$ cat src/rtl/excess3_pkg.sv
// Shared types and constants for the excess-3 receive path.
// Optional range check enabled by EXCESS3_DEC_ERRCHK_EN.
package excess3_pkg;

  typedef enum logic [1:0] {
    IDLE  = 2'd0,
    SHIFT = 2'd1,
    DONE  = 2'd2
  } state_t;

  localparam logic [3:0] E3_BIAS     = 4'd3;
  localparam logic [3:0] BCD_MAX     = 4'd9;
  localparam logic [3:0] E3_ERR_CODE = 4'hF;

endpackage

$ cat src/rtl/e3_sub_bit.sv
// One-bit full subtractor: d = e - k - b_in, with borrow out.
// Reused on every SHIFT cycle of the decoder.
module e3_sub_bit (
  input  logic e,
  input  logic k,
  input  logic b_in,
  output logic d,
  output logic b_out
);

  assign d     = e ^ k ^ b_in;
  assign b_out = (~e & k) | (~e & b_in) | (k & b_in);

endmodule

$ cat src/rtl/excess3_decoder.sv
// Bit-serial excess-3 to BCD decoder, one subtract bit per clock.
// Define EXCESS3_DEC_ERRCHK_EN to flag and replace illegal codes.
module excess3_decoder (
  input  logic       the_clock,
  input  logic       the_reset,
  input  logic [3:0] e3_in,
  input  logic       in_valid,
  output logic       in_ready,
  output logic [3:0] bcd_out,
  output logic       out_valid,
  output logic       out_error
);

  import excess3_pkg::*;

  state_t     r_state;
  state_t     w_next;
  logic [3:0] r_sr;
  logic [3:0] r_res;
  logic [3:0] r_bcd;
  logic [1:0] r_cnt;
  logic       r_b;

  logic       w_accept;
  logic       w_last;
  logic       w_e;
  logic       w_k;
  logic       w_d;
  logic       w_bo;
  logic [3:0] w_raw;
  logic [3:0] w_bcd_nx;

  assign w_accept = in_valid && in_ready;
  assign w_last   = (r_state == SHIFT) && (r_cnt == 2'd3);
  assign w_e      = r_sr[r_cnt];
  assign w_k      = E3_BIAS[r_cnt];
  assign w_raw    = {w_d, r_res[2:0]};

  e3_sub_bit u_sub (
    .e     (w_e),
    .k     (w_k),
    .b_in  (r_b),
    .d     (w_d),
    .b_out (w_bo)
  );

  always_ff @(posedge the_clock) begin
    if (the_reset) begin
      r_state <= IDLE;
    end else begin
      r_state <= w_next;
    end
  end

  always_comb begin
    w_next = r_state;
    unique case (r_state)
      IDLE: begin
        if (w_accept) w_next = SHIFT;
      end
      SHIFT: begin
        if (r_cnt == 2'd3) w_next = DONE;
      end
      DONE: begin
        w_next = w_accept ? SHIFT : IDLE;
      end
      default: w_next = IDLE;
    endcase
  end

  always_comb begin
    in_ready  = (r_state != SHIFT);
    out_valid = (r_state == DONE);
  end

  // Accept can only happen outside SHIFT, so it never races a shift step.
  always_ff @(posedge the_clock) begin
    if (the_reset) begin
      r_sr  <= 4'd0;
      r_res <= 4'd0;
      r_bcd <= 4'd0;
      r_cnt <= 2'd0;
      r_b   <= 1'b0;
    end else if (w_accept) begin
      r_sr  <= e3_in;
      r_b   <= 1'b0;
      r_cnt <= 2'd0;
    end else if (r_state == SHIFT) begin
      r_res[r_cnt] <= w_d;
      r_b          <= w_bo;
      r_cnt        <= r_cnt + 2'd1;
      if (w_last) r_bcd <= w_bcd_nx;
    end
  end

  assign bcd_out = r_bcd;

`ifdef EXCESS3_DEC_ERRCHK_EN
  logic w_err;
  logic r_err;

  // Final borrow marks codes below the bias; the compare catches 13..15.
  assign w_err    = w_bo | (w_raw > BCD_MAX);
  assign w_bcd_nx = w_err ? E3_ERR_CODE : w_raw;

  always_ff @(posedge the_clock) begin
    if (the_reset) begin
      r_err <= 1'b0;
    end else if (w_last) begin
      r_err <= w_err;
    end
  end

  assign out_error = r_err;
`else
  assign w_bcd_nx  = w_raw;
  assign out_error = 1'b0;
`endif

endmodule

$ cat config.mk
export PLATFORM = sky130hd
export DESIGN_NAME = excess3_decoder
export DESIGN_NICKNAME = d
export VERILOG_FILES = /design/src/rtl/excess3_pkg.sv /design/src/rtl/e3_sub_bit.sv /design/src/rtl/excess3_decoder.sv
export SDC_FILE = /design/constraint.sdc
export NUM_CORES = 1
export LEC_CHECK = 0
export ABC_AREA = 0
export BUFFER_PORTS_ARGS = -buffer_cell sky130_fd_sc_hd__buf_4
export CAP_MARGIN = 20
export CORE_MARGIN = 2
export CORE_UTILIZATION = 50
export CTS_CLUSTER_DIAMETER = 200
export CTS_CLUSTER_SIZE = 40
export DETAILED_ROUTE_END_ITERATION = 6
export HOLD_SLACK_MARGIN = 0.12
export PLACE_DENSITY = 0.78
export SETUP_SLACK_MARGIN = 0.1
export SYNTH_ARGS = -nofsm -noshare
export SYNTH_HDL_FRONTEND = slang
export SYNTH_SLANG_ARGS = --single-unit
$ cat constraint.sdc
create_clock -name the_clock -period 2.4 [get_ports the_clock]
set_input_delay 0.48 -clock the_clock [delete_from_list [all_inputs] [get_ports the_clock]]
set_output_delay 0.48 -clock the_clock [all_outputs]
set_load 0.01 [all_outputs]
---- After elaboration in Yosys (flattened, before gate mapping) ----
Cells that the tools add are included.
word-level totals
  logic and storage cells ................. 43
  input port bits ......................... 7
  output and inout port bits .............. 7
  register bits ........................... 17
cells by class
  add/sub/neg operators ................... 1
  order comparisons ....................... 2
  bitwise logic cells ..................... 9
  reductions and logical operators ........ 8
  muxes and demuxes ....................... 11
  eq/ne operators ......................... 6
operator list
  cell                   number
  $pmux W2 S3            1
  $bmux W1 S2            2
  $bwmux W4              1
  $eq A2 B2 Y1 const B   2
  $mux W1                4
  $mux W2                2
  $ne A2 B1 Y1 const B   2
  $reduce_and A2 Y1      2
  $and A1 B1 Y1          3
  $logic_and A1 B1 Y1    3
  $lt A2 B3 Y1 const B   1
  $reduce_and A3 Y1      1
  $add A2 B1 Y2 const B  1
  $demux W1 S2           1
  $eq A2 B1 Y1 const B   1
  $ge A2 B1 Y1 const B   1
  $logic_not A2 Y1       1
  $ne A2 B2 Y1 const B   1
  $not A1 Y1             2
  $or A1 B1 Y1           2
  $reduce_or A2 Y1       1
  $xor A1 B1 Y1          2

---- Longest topological paths before layout ----
Gate-level depths: netlist of the first run.
  word-level depth ........................ 6
  depth in mapped cells ................... 5
  mapped depth without buffers ............ 5

---- Cells and area by module ----
Synthesis of the first run repeated with hierarchy kept, for this count alone.
second synthesis, totals
  cells, all modules ...................... 85
  area, all modules ....................... 744.5 sq um
by module, submodules not included
  module           seq. area each (sq um)  cells each  area each (sq um)  instances
  excess3_decoder  320.3                   82          716.9              1
  e3_sub_bit       0.0                     3           27.5               1

---- Worst setup path after synthesis of the first run ----
OpenSTA, ideal clock, no wires.
  path kind ............................... register to register
  start point ............................. register r_cnt[0]
  end point ............................... register r_bcd[3] (netlist: bcd_out[3])
  arrival time ............................ 1562 ps
  path slack .............................. 711 ps
  stages on the path, launching flop included .. 5
  data required time ...................... 2272 ps
  setup time .............................. 128 ps
  clock period less this slack ............ 1689 ps
  buffers on the path ..................... 0
  path through ............................ dfxtp_1 > mux4_2 > fa_1 > mux2i_1 > nor2_1
between the ends
  longest elaborated chain between the ends .. 4
  elaborated cells between the ends (all ways) .. 9
  those cells by class .................... eq/ne: 1; mux: 4; bitwise: 2; reduce/logical: 2
ends and longest elaborated chain
  what                            RTL line                                      text
  start: declaration              excess3_decoder.sv:21                         logic [1:0] r_cnt;
  start signal: assignment        excess3_decoder.sv:91                         r_cnt <= r_cnt + 2'd1;
  $bmux W1 S2 (on tied branches)  excess3_decoder.sv:35, excess3_decoder.sv:36
  $mux W1 (on tied branches)      excess3_decoder.sv:35, excess3_decoder.sv:36
  $xor A1 B1 Y1 (*) (2 in a row)  e3_sub_bit.sv:11                              assign d = e ^ k ^ b_in;
  net u_sub.d                     e3_sub_bit.sv:7                               output logic d,
  end signal: assignment          excess3_decoder.sv:92                         if (w_last) r_bcd <= w_bcd_nx;
  end: declaration                excess3_decoder.sv:20                         logic [3:0] r_bcd;
Mark *: on every way through the listed nets, which the timed path passes. The rest lies on a longest branch. The select of a mux whose other input is x is not followed.
A chain may end at the register's enable or synchronous reset.

---- Final worst setup path of the first run ----
  start point ............................. register r_cnt[0]
  end point ............................... register r_res[2]
between the ends
  longest elaborated chain between the ends .. 5
  elaborated cells between the ends (all ways) .. 12
  those cells by class .................... order compare: 2; mux: 7; bitwise: 2; reduce/logical: 1
ends and longest elaborated chain
  what                            RTL line                                      text
  $bmux W1 S2 (on tied branches)  excess3_decoder.sv:35, excess3_decoder.sv:36
  $mux W1 (on tied branches)      excess3_decoder.sv:35, excess3_decoder.sv:36
  $xor A1 B1 Y1 (*) (2 in a row)  e3_sub_bit.sv:11
  net u_sub.d                     e3_sub_bit.sv:7
  $bwmux W4 (*)                   excess3_decoder.sv:89                         r_res[r_cnt] <= w_d;
  end signal: indexed assignment  excess3_decoder.sv:89
  end: declaration                excess3_decoder.sv:19                         logic [3:0] r_res;
Marks and branches as above.

==> run summary, run 1 <==
CTS Root Cell: clkbuf_4
Commonest cells after routing, fill and taps aside: dfxtp_1 (16), buf_4 (12), nor2_1 (10)
Synth warn: 0
Outcome: finished clean
Drt total wl: 1240 um
CP cell instances: mux4_2 > fa_1 > mux2i_1 > nor2_1
Metal3 WL: 40 um
Leak pwr: 0.400 nW
Worst EP required: 2570 ps
Number of fillers in the final layout: 137
Area of the multi-input gates: 397 um^2
Area added between synthesis and finish: 13.5%
RSZ-0062 raised after global routing: no
Clk sinks: 16
Register area share after synthesis: 42.0%
Crit path buf inv count: 0
Critical path's slowest cell: mux4_2
Post-synth cell types: 21
Fin Clk Skew: 3.56 ps
Hold_buf cts: 0
CTS H-tree lvls: 1
CP peak stage delay: 540 ps
Routability Congestion: 0.735
Post-synthesis area per instance: 9.90 um^2
Drt drc: 0
Clock buffer depth: 2
Setup violations, final: 0
Tmin final: 1780 ps
Max-cap viol count: 0
Gr usage total: 16.7%
Via/cell ratio: 5.11
Crit. End Element: register
Fin crit share: 74.2%
Die height: 43.0 um
Hpwl dp: 931 um
Metal2 WL: 585 um
Syn Std Cell Area: 762 um^2
Largest net degree at the start of global routing: 21
Layout net count: 101
Clock transition at path regs: 80 ps
Placed Instances: 100
Global-route wire length before repair: 2200 um
Via count: 526
CTS Buf Count: 3
Power Dens Cells: 556 nW/um^2
Maximum vdd drop: 0.368 mV
Ant diodes: 0
Synth Register Bits: 16
Setup CP Type: reg -> reg
Post-CTS Setup Inserts: 0
Critical path fanouts, max: 5
Vias in the first global route: 486
Core Area: 1470 um^2
Buffers added on ports: 12
Insertion delay to the later sink of the worst-skew pair: 280 ps
Initial antenna violation count: 0
Starting Density: 51.8%
Fin cells: 103
Cells after synthesis: 77
Die area: 1850 um^2
PostCTS Resize Cnt: 0
Drt first-iter violations: 3
Setup TNS: 0 ps
CTS tree: yes
WL/cell: 12.1 um
M1 wire length: 600 um
Die X: 43.0 um
Reg area: 320 um^2
Num rows: 14
GR Overflow Total: 0
Delay-heaviest family, CP: multiplexers
I/O pins: 14
Fmax: 562 MHz
Max-slew violation count: 0
Synth Net Count: 89
Commonest non-fill, non-tap cell in the layout: dfxtp_1
Routed Antenna Nets: 0
WP data arrival: 1950 ps
Hold crit path type: in -> reg
1st-pass router iterations: 2
Final hold violation count: 0
Uppermost layer routed: met4
Layout cells sized above 1: 18.4%
Crit path launch type: register
logic make-up after synthesis:
| group | after synthesis | share of synthesized area (%) |
|---|---|---|
| and+or+nand+nor | 30 | 23.8 |
| DFF | 16 | 42.0 |
| buffers and inverters | 9 | 5.91 |
| muxes | 9 | 13.5 |
| AOI/OAI and AO/OA | 7 | 5.09 |
| adders and majority gates | 5 | 9.20 |
| other | 1 | 0.492 |
synth_stat cells:
cell       instances  area, um^2
a21oi_1            2        10.0
ha_1               4        50.1
inv_1              4        15.0
dfxtp_1           16         320
fa_1               1        20.0
mux4_2             1        22.5
and2_1             1        6.26
or2_0              1        6.26
and2b_1            1        7.51
mux2i_1            8        80.1
nand3b_1           6        45.0
nor2_1            10        37.5
conb_1             1        3.75
a2bb2oi_1          1        8.76
nand4b_1           4        35.0
nor2b_1            1        6.26
buf_6              1        11.3
nand2b_1           6        37.5
clkbuf_1           3        11.3
buf_4              1        7.51
o21ai_0            4        20.0
final timing paths:
path	from	to	slack [ps]	cells past startpoint
setup / recovery	r_cnt[0]	r_res[2]	620	4
hold / removal	e3_in[1]	r_sr[1]	450	3
setup reg to reg	r_cnt[0]	r_res[2]	620	4
hold reg to reg	r_sr[1]	r_sr[1]	490	2
flip-flops by register name, summed over array words and instances (netlist names):
name	count
bcd_out	4
r_b	1
r_cnt	2
r_res	3
r_sr	4
r_state	2
metrics by stage:
stage	total power [mW]	hold slack (ps)	utilization [%]	cell area (um^2)	worst slack [ps]
2_1_floorplan	0.338	446	-	762	711
3_3_place_gp	0.351	466	57.2	842	659
3_5_place_dp	0.354	472	57.2	842	616
4_1_cts	0.488	444	58.8	865	604
5_1_grt	0.509	476	58.8	865	536
6_report	0.481	453	58.8	865	619
worst reg2reg max path: cells and delay by family, from the launching register on:
family | cells | cell delay, ps
adder cells (fa/ha/maj) | 1 | 500
flip-flops | 1 | 430
multiplexers | 2 | 700
AND/OR/NAND/NOR | 1 | 50
metal layers:
layer  GRT usage [%]  vias to the layer above
li1                -                      280
met1            20.0                      236
met2            25.5                        8
met3            6.38                        2
met4            9.09                        0
met5               0                        -
where the power goes:
part | leakage, nW | switching, mW | internal, mW
combinational | 0.256 | 0.0308 | 0.0307
clock | 0.0138 | 0.0747 | 0.0582
sequential | 0.130 | 0.00968 | 0.277
final cells by class:
type / count / area share (%)
multi-input combinational: 52 / 45.9
sequential: 16 / 37.0
timing repair buffer: 12 / 10.4
clock buffer: 3 / 2.60
tap: 16 / 2.32
inverter: 4 / 1.74
No activity file was read; power rests on OpenSTA's default activity.
==> inputs of run 2 (changes only) <==
--- a/config.mk
+++ b/config.mk
@@ -8,13 +8,14 @@
 export ABC_AREA = 0
 export BUFFER_PORTS_ARGS = -buffer_cell sky130_fd_sc_hd__buf_4
 export CAP_MARGIN = 20
+export CORE_ASPECT_RATIO = 1.25
 export CORE_MARGIN = 2
-export CORE_UTILIZATION = 50
+export CORE_UTILIZATION = 47
 export CTS_CLUSTER_DIAMETER = 200
 export CTS_CLUSTER_SIZE = 40
 export DETAILED_ROUTE_END_ITERATION = 6
 export HOLD_SLACK_MARGIN = 0.12
-export PLACE_DENSITY = 0.78
+export PLACE_DENSITY = 0.77
 export SETUP_SLACK_MARGIN = 0.1
 export SYNTH_ARGS = -nofsm -noshare
 export SYNTH_HDL_FRONTEND = slang
==> constraint.sdc (replaced) <==
create_clock -name the_clock -period 1.5 [get_ports the_clock]
set_input_delay 0.3 -clock the_clock [delete_from_list [all_inputs] [get_ports the_clock]]
set_output_delay 0.3 -clock the_clock [all_outputs]
set_load 0.01 [all_outputs]
==> run 2 against run 1 <==
The flow now finishes with violations (negative setup slack). Core utilization is 2.9 points higher. Cell count is 8.7% higher. Flip-flop and latch count stayed put. Global-route usage is 0.088 points lower. Via count is 9.7% higher. Clock-buffer cell count is 1 higher. Clock power is 110% higher. Cell area is 10% higher. Sequential share of layout area is 2.8 points lower. Worst setup slack worse by 770 ps. Hold slack worse by 180 ps. Die area is 5.9% higher. Largest cell class unchanged.
==> run summary, run 2 (synthesized netlist as in run 1, its figures left out) <==
GR Overflow Total: 0
Delay-heaviest family, CP: multiplexers
Area of the multi-input gates: 409 um^2
Starting Density: 49.4%
CP cell instances: mux4_2 > fa_2 > mux2i_1 > nor2_1
Core Area: 1540 um^2
Placed Instances: 105
Layout cells sized above 1: 31.9%
Hold_buf cts: 0
Die area: 1960 um^2
Drt total wl: 1390 um
Reg area: 325 um^2
CTS Buf Count: 3
Net Sw Power: 0.206 mW
CTS Root Cell: clkbuf_4
Fin crit share: 110%
Pre-CTS setup slack: -145 ps
Insertion delay to the later sink of the worst-skew pair: 280 ps
Buffers added on ports: 12
Critical path's slowest cell: fa_2
Outcome: complete, but fails checks
Via count: 577
Vias in the first global route: 542
Worst EP required: 1720 ps
Number of fillers in the final layout: 139
Layout net count: 107
Power Dens Cells: 909 nW/um^2
RSZ-0062 raised after global routing: yes
Routability Congestion: 0.719
Num rows: 16
Switching Share: 23.9%
Area added between synthesis and finish: 24.8%
Die X: 40.0 um
Reg power frac: 52.8%
Leak pwr: 0.438 nW
Crit. End Element: register
Clock buffer depth: 2
Tmin final: 1650 ps
Fin cells: 112
Critical path fanouts, max: 4
Setup violations, final: 5
Global-route wire length before repair: 2300 um
Slack of the critical path: -151 ps
Clock transition at path regs: 90 ps
Ant diodes: 0
Hold crit path type: in -> reg
Maximum vdd drop: 0.496 mV
Fmax: 606 MHz
CP peak stage delay: 570 ps
Die height: 49.0 um
Commonest non-fill, non-tap cell in the layout: buf_4
Fin Clk Skew: 1.57 ps
Clock share of power: 33.0%
Hpwl dp: 943 um
Commonest cells after routing, fill and taps aside: buf_4 (16), dfxtp_1 (12), nor2_1 (10)
Via/cell ratio: 5.15
Crit path launch type: register
Setup CP Type: reg -> reg
CTS H-tree lvls: 1
Max-cap viol count: 0
Clk sinks: 16
Internal: 0.658 mW
Failing checks: negative setup slack
Routed Antenna Nets: 0
Drt drc: 0
Largest net degree at the start of global routing: 21
I/O pins: 14
WP data arrival: 1880 ps
Max-slew violation count: 0
Crit path buf inv count: 0
Final hold violation count: 0
Drt first-iter violations: 3
CTS tree: yes
Initial antenna violation count: 0
Gr usage total: 16.6%
1st-pass router iterations: 4
Comb power frac: 14.2%
WL/cell: 12.4 um
-- run 2: cell count changes in the layout (fill, tap and decap cells not counted) --
cell      delta
buf_4        +4
dfxtp_1      -4
dfxtp_2      +4
buf_6        +2
clkbuf_8     +1
fa_1         -1
fa_2         +1
ha_1         -1
ha_2         +1
nand2b_1     -1
nand2b_4     +1
-- run 2: final timing paths --
check / cells after the start / from / end / slack [ps]
setup / recovery: 4 / r_cnt[0] / bcd_out[3] / -150
setup reg to reg: 4 / r_cnt[0] / bcd_out[3] / -150
hold reg to reg: 2 / r_sr[3] / r_sr[3] / 480
hold / removal: 3 / e3_in[2] / r_sr[2] / 270
-- run 2: tightest hold or removal path, cell delays in order --
cell and delay, ps:
buf_4 80, nand4b_1 80, o21ai_0 70
-- run 2: routing by layer --
| metal | share of wire, % | GRT usage [%] | vias to the layer above |
|---|---|---|---|
| li1 | - | - | 291 |
| met1 | 44 | 20.8 | 276 |
| met2 | 53 | 26.6 | 8 |
| met3 | 2.5 | 2.74 | 2 |
| met4 | 0.79 | 6.90 | 0 |
| met5 | 0 | 0 | - |
-- run 2: layout make-up --
type	instances	share of cell area, %
sequential	16	34.2
multi-input combinational	52	43.0
timing repair buffer	18	15.0
inverter	4	1.58
tap	18	2.37
clock buffer	4	3.82
-- run 2: timing repair --
item / CTS / global route
resized for setup: 3 / 5
setup endpoints to repair: 6 / 9
setup buffers: 0 / 3
pin swaps: 1 / 2
-- run 2: power groups by stage --
stage          Clock, mW  Sequential, mW  Combinational [mW]
3_5_place_dp           0           0.464               0.110
6_report           0.285           0.456               0.123
2_1_floorplan          0           0.465              0.0774
4_1_cts            0.294           0.456               0.113
5_1_grt            0.317           0.458               0.137
3_3_place_gp           0           0.463               0.107
-- run 2: per-stage QoR --
stage	total power, mW	hold WS (ps)	TNS (ps)	util [%]	cell area [um^2]
finish	0.864	274	-609	61.7	951
global route	0.912	292	-973	61.7	951
CTS	0.862	257	-650	59.4	916
detailed placement	0.574	463	-559	56.5	871
global placement	0.570	466	-379	56.5	871
floorplan	0.542	446	-486	-	766
==> inputs of run 3 (changes only) <==
--- a/config.mk
+++ b/config.mk
@@ -6,10 +6,10 @@
 export NUM_CORES = 1
 export LEC_CHECK = 0
 export ABC_AREA = 0
+export ABC_CLOCK_PERIOD_IN_PS = 1500
 export BUFFER_PORTS_ARGS = -buffer_cell sky130_fd_sc_hd__buf_4
 export CAP_MARGIN = 20
 export CORE_ASPECT_RATIO = 1.25
-export CORE_MARGIN = 2
 export CORE_UTILIZATION = 47
 export CTS_CLUSTER_DIAMETER = 200
 export CTS_CLUSTER_SIZE = 40
==> run 3 against run 2 <==
The run still ends with negative setup slack left. Routed wire length shrank 1.7%. Clock-buffer cell count is the same. First-iteration DRC count is the same. Critical endpoint unchanged. Largest cell class unchanged. Sequential share of layout area grew 0.094 points. Clock skew grew 0.63 ps. Fmax shrank 0.37%. Largest power group unchanged. Cell count shrank 0.89%. Die area shrank 8.9%. Total power grew 0.40%. Hold slack lost 3.8 ps.
==> run summary, run 3 (synthesized netlist as in run 1, its figures left out) <==
1st-pass router iterations: 5
Max-slew violation count: 0
Tmin final: 1660 ps
Hpwl dp: 967 um
Crit. End Element: register
Final Cell Area: 945 um^2
CTS H-tree lvls: 1
Worst EP required: 1730 ps
Tot Pwr: 0.868 mW
Core Area: 1450 um^2
Die X: 38.0 um
FF-to-FF path depth: 4
I/O pins: 14
RSZ-0062 raised after global routing: yes
Largest net degree at the start of global routing: 21
Commonest cells after routing, fill and taps aside: buf_4 (17), dfxtp_1 (13), nor2_1 (10)
Dpl cell area: 870 um^2
Num rows: 15
Commonest non-fill, non-tap cell in the layout: buf_4
GR Overflow Total: 0
Via/cell ratio: 5.36
Starting Density: 52.7%
HP Start: e3_in[1]
Outcome: complete, but fails checks
End of the worst register-to-register path: bcd_out[3]
Clock transition at path regs: 100 ps
Die area: 1790 um^2
Max-cap viol count: 0
CTS Buf Count: 3
Layout cells sized above 1: 30.9%
Fmax: 603 MHz
Drt total wl: 1360 um
Buffers added on ports: 12
Layout net count: 107
WP data arrival: 1880 ps
Critical path fanouts, max: 4
Failing checks: negative setup slack
Die height: 47.0 um
Hold crit path type: in -> reg
Initial antenna violation count: 0
Hold Path Cell Cnt: 3
Gr usage total: 17.8%
Fin crit share: 110%
Final hold violation count: 0
Routability Congestion: 0.686
Placed Instances: 104
Maximum vdd drop: 0.497 mV
Hold worst-path end: r_sr[1]
Setup violations, final: 5
Drt first-iter violations: 3
Global-route wire length before repair: 2240 um
Ant diodes: 0
Fin Clk Skew: 2.20 ps
Reg area: 324 um^2
Vias in the first global route: 559
Pre-CTS setup slack: -143 ps
Fin cells: 111
Power Dens Cells: 919 nW/um^2
Area added between synthesis and finish: 24.0%
Clock buffer depth: 2
Drt drc: 0
Number of fillers in the final layout: 124
Crit path launch type: register
Hold_buf cts: 0
Clk sinks: 16
Setup CP Type: reg -> reg
Slack of the critical path: -157 ps
Via count: 595
RR Startpoint: r_cnt[0]
CTS Root Cell: clkbuf_4
Area of the multi-input gates: 409 um^2
Flop2flop setup slack: -160 ps
WL/cell: 12.3 um
Routed Antenna Nets: 0
Leak pwr: 0.435 nW
CTS tree: yes
Insertion delay to the later sink of the worst-skew pair: 280 ps
-- run 3: cell counts in the layout (fill, tap and decap cells not counted) --
No cell type changed its count.
-- run 3: where the power goes --
group | switching (mW) | internal [mW] | total (mW)
combinational | 0.0579 | 0.0667 | 0.125
clock | 0.139 | 0.148 | 0.287
sequential | 0.0120 | 0.444 | 0.456
total | 0.209 | 0.659 | 0.868
-- run 3: area by class of cell --
cell class	instances	share of cell area, %
sequential	16	34.3
tap	17	2.25
clock buffer	4	3.84
timing repair buffer	18	14.7
multi-input combinational	52	43.3
inverter	4	1.59
-- run 3: repair_timing --
action | 4_1_cts | 5_1_grt
buffers inserted | 0 | 3
endpoints found under the setup margin | 6 | 8
pin swaps | 1 | 2
resized for setup | 3 | 3
-- run 3: worst max-delay path, stage by stage, from the launching register on --
cell,delay [ps]
dfxtp_2,350
mux4_2,510
fa_2,570
mux2i_1,80
nor2_1,100
-- run 3: worst max-delay path by stage --
| stage | start | to | cells past startpoint |
|---|---|---|---|
| finish | r_cnt[0] | bcd_out[3] | 4 |
| global route | r_cnt[0] | r_res[1] | 4 |
| CTS | r_cnt[0] | bcd_out[3] | 4 |
| detailed placement | r_cnt[0] | bcd_out[3] | 4 |
| global placement | r_cnt[0] | bcd_out[3] | 4 |
| floorplan | r_cnt[0] | bcd_out[3] | 4 |
-- run 3: per-layer routing --
| metal | wire, um | GRT usage (%) |
|---|---|---|
| met5 | 0 | 0 |
| met4 | 6 | 6.43 |
| met3 | 31 | 2.84 |
| met2 | 737 | 35.2 |
| met1 | 588 | 18.8 |
-- run 3: stage by stage --
step	setup TNS, ps	hold slack [ps]	util, %
global placement	-385	468	60.2
floorplan	-486	446	-
detailed placement	-582	471	60.2
CTS	-651	272	63.3
finish	-617	270	65.4
global route	-911	284	65.4
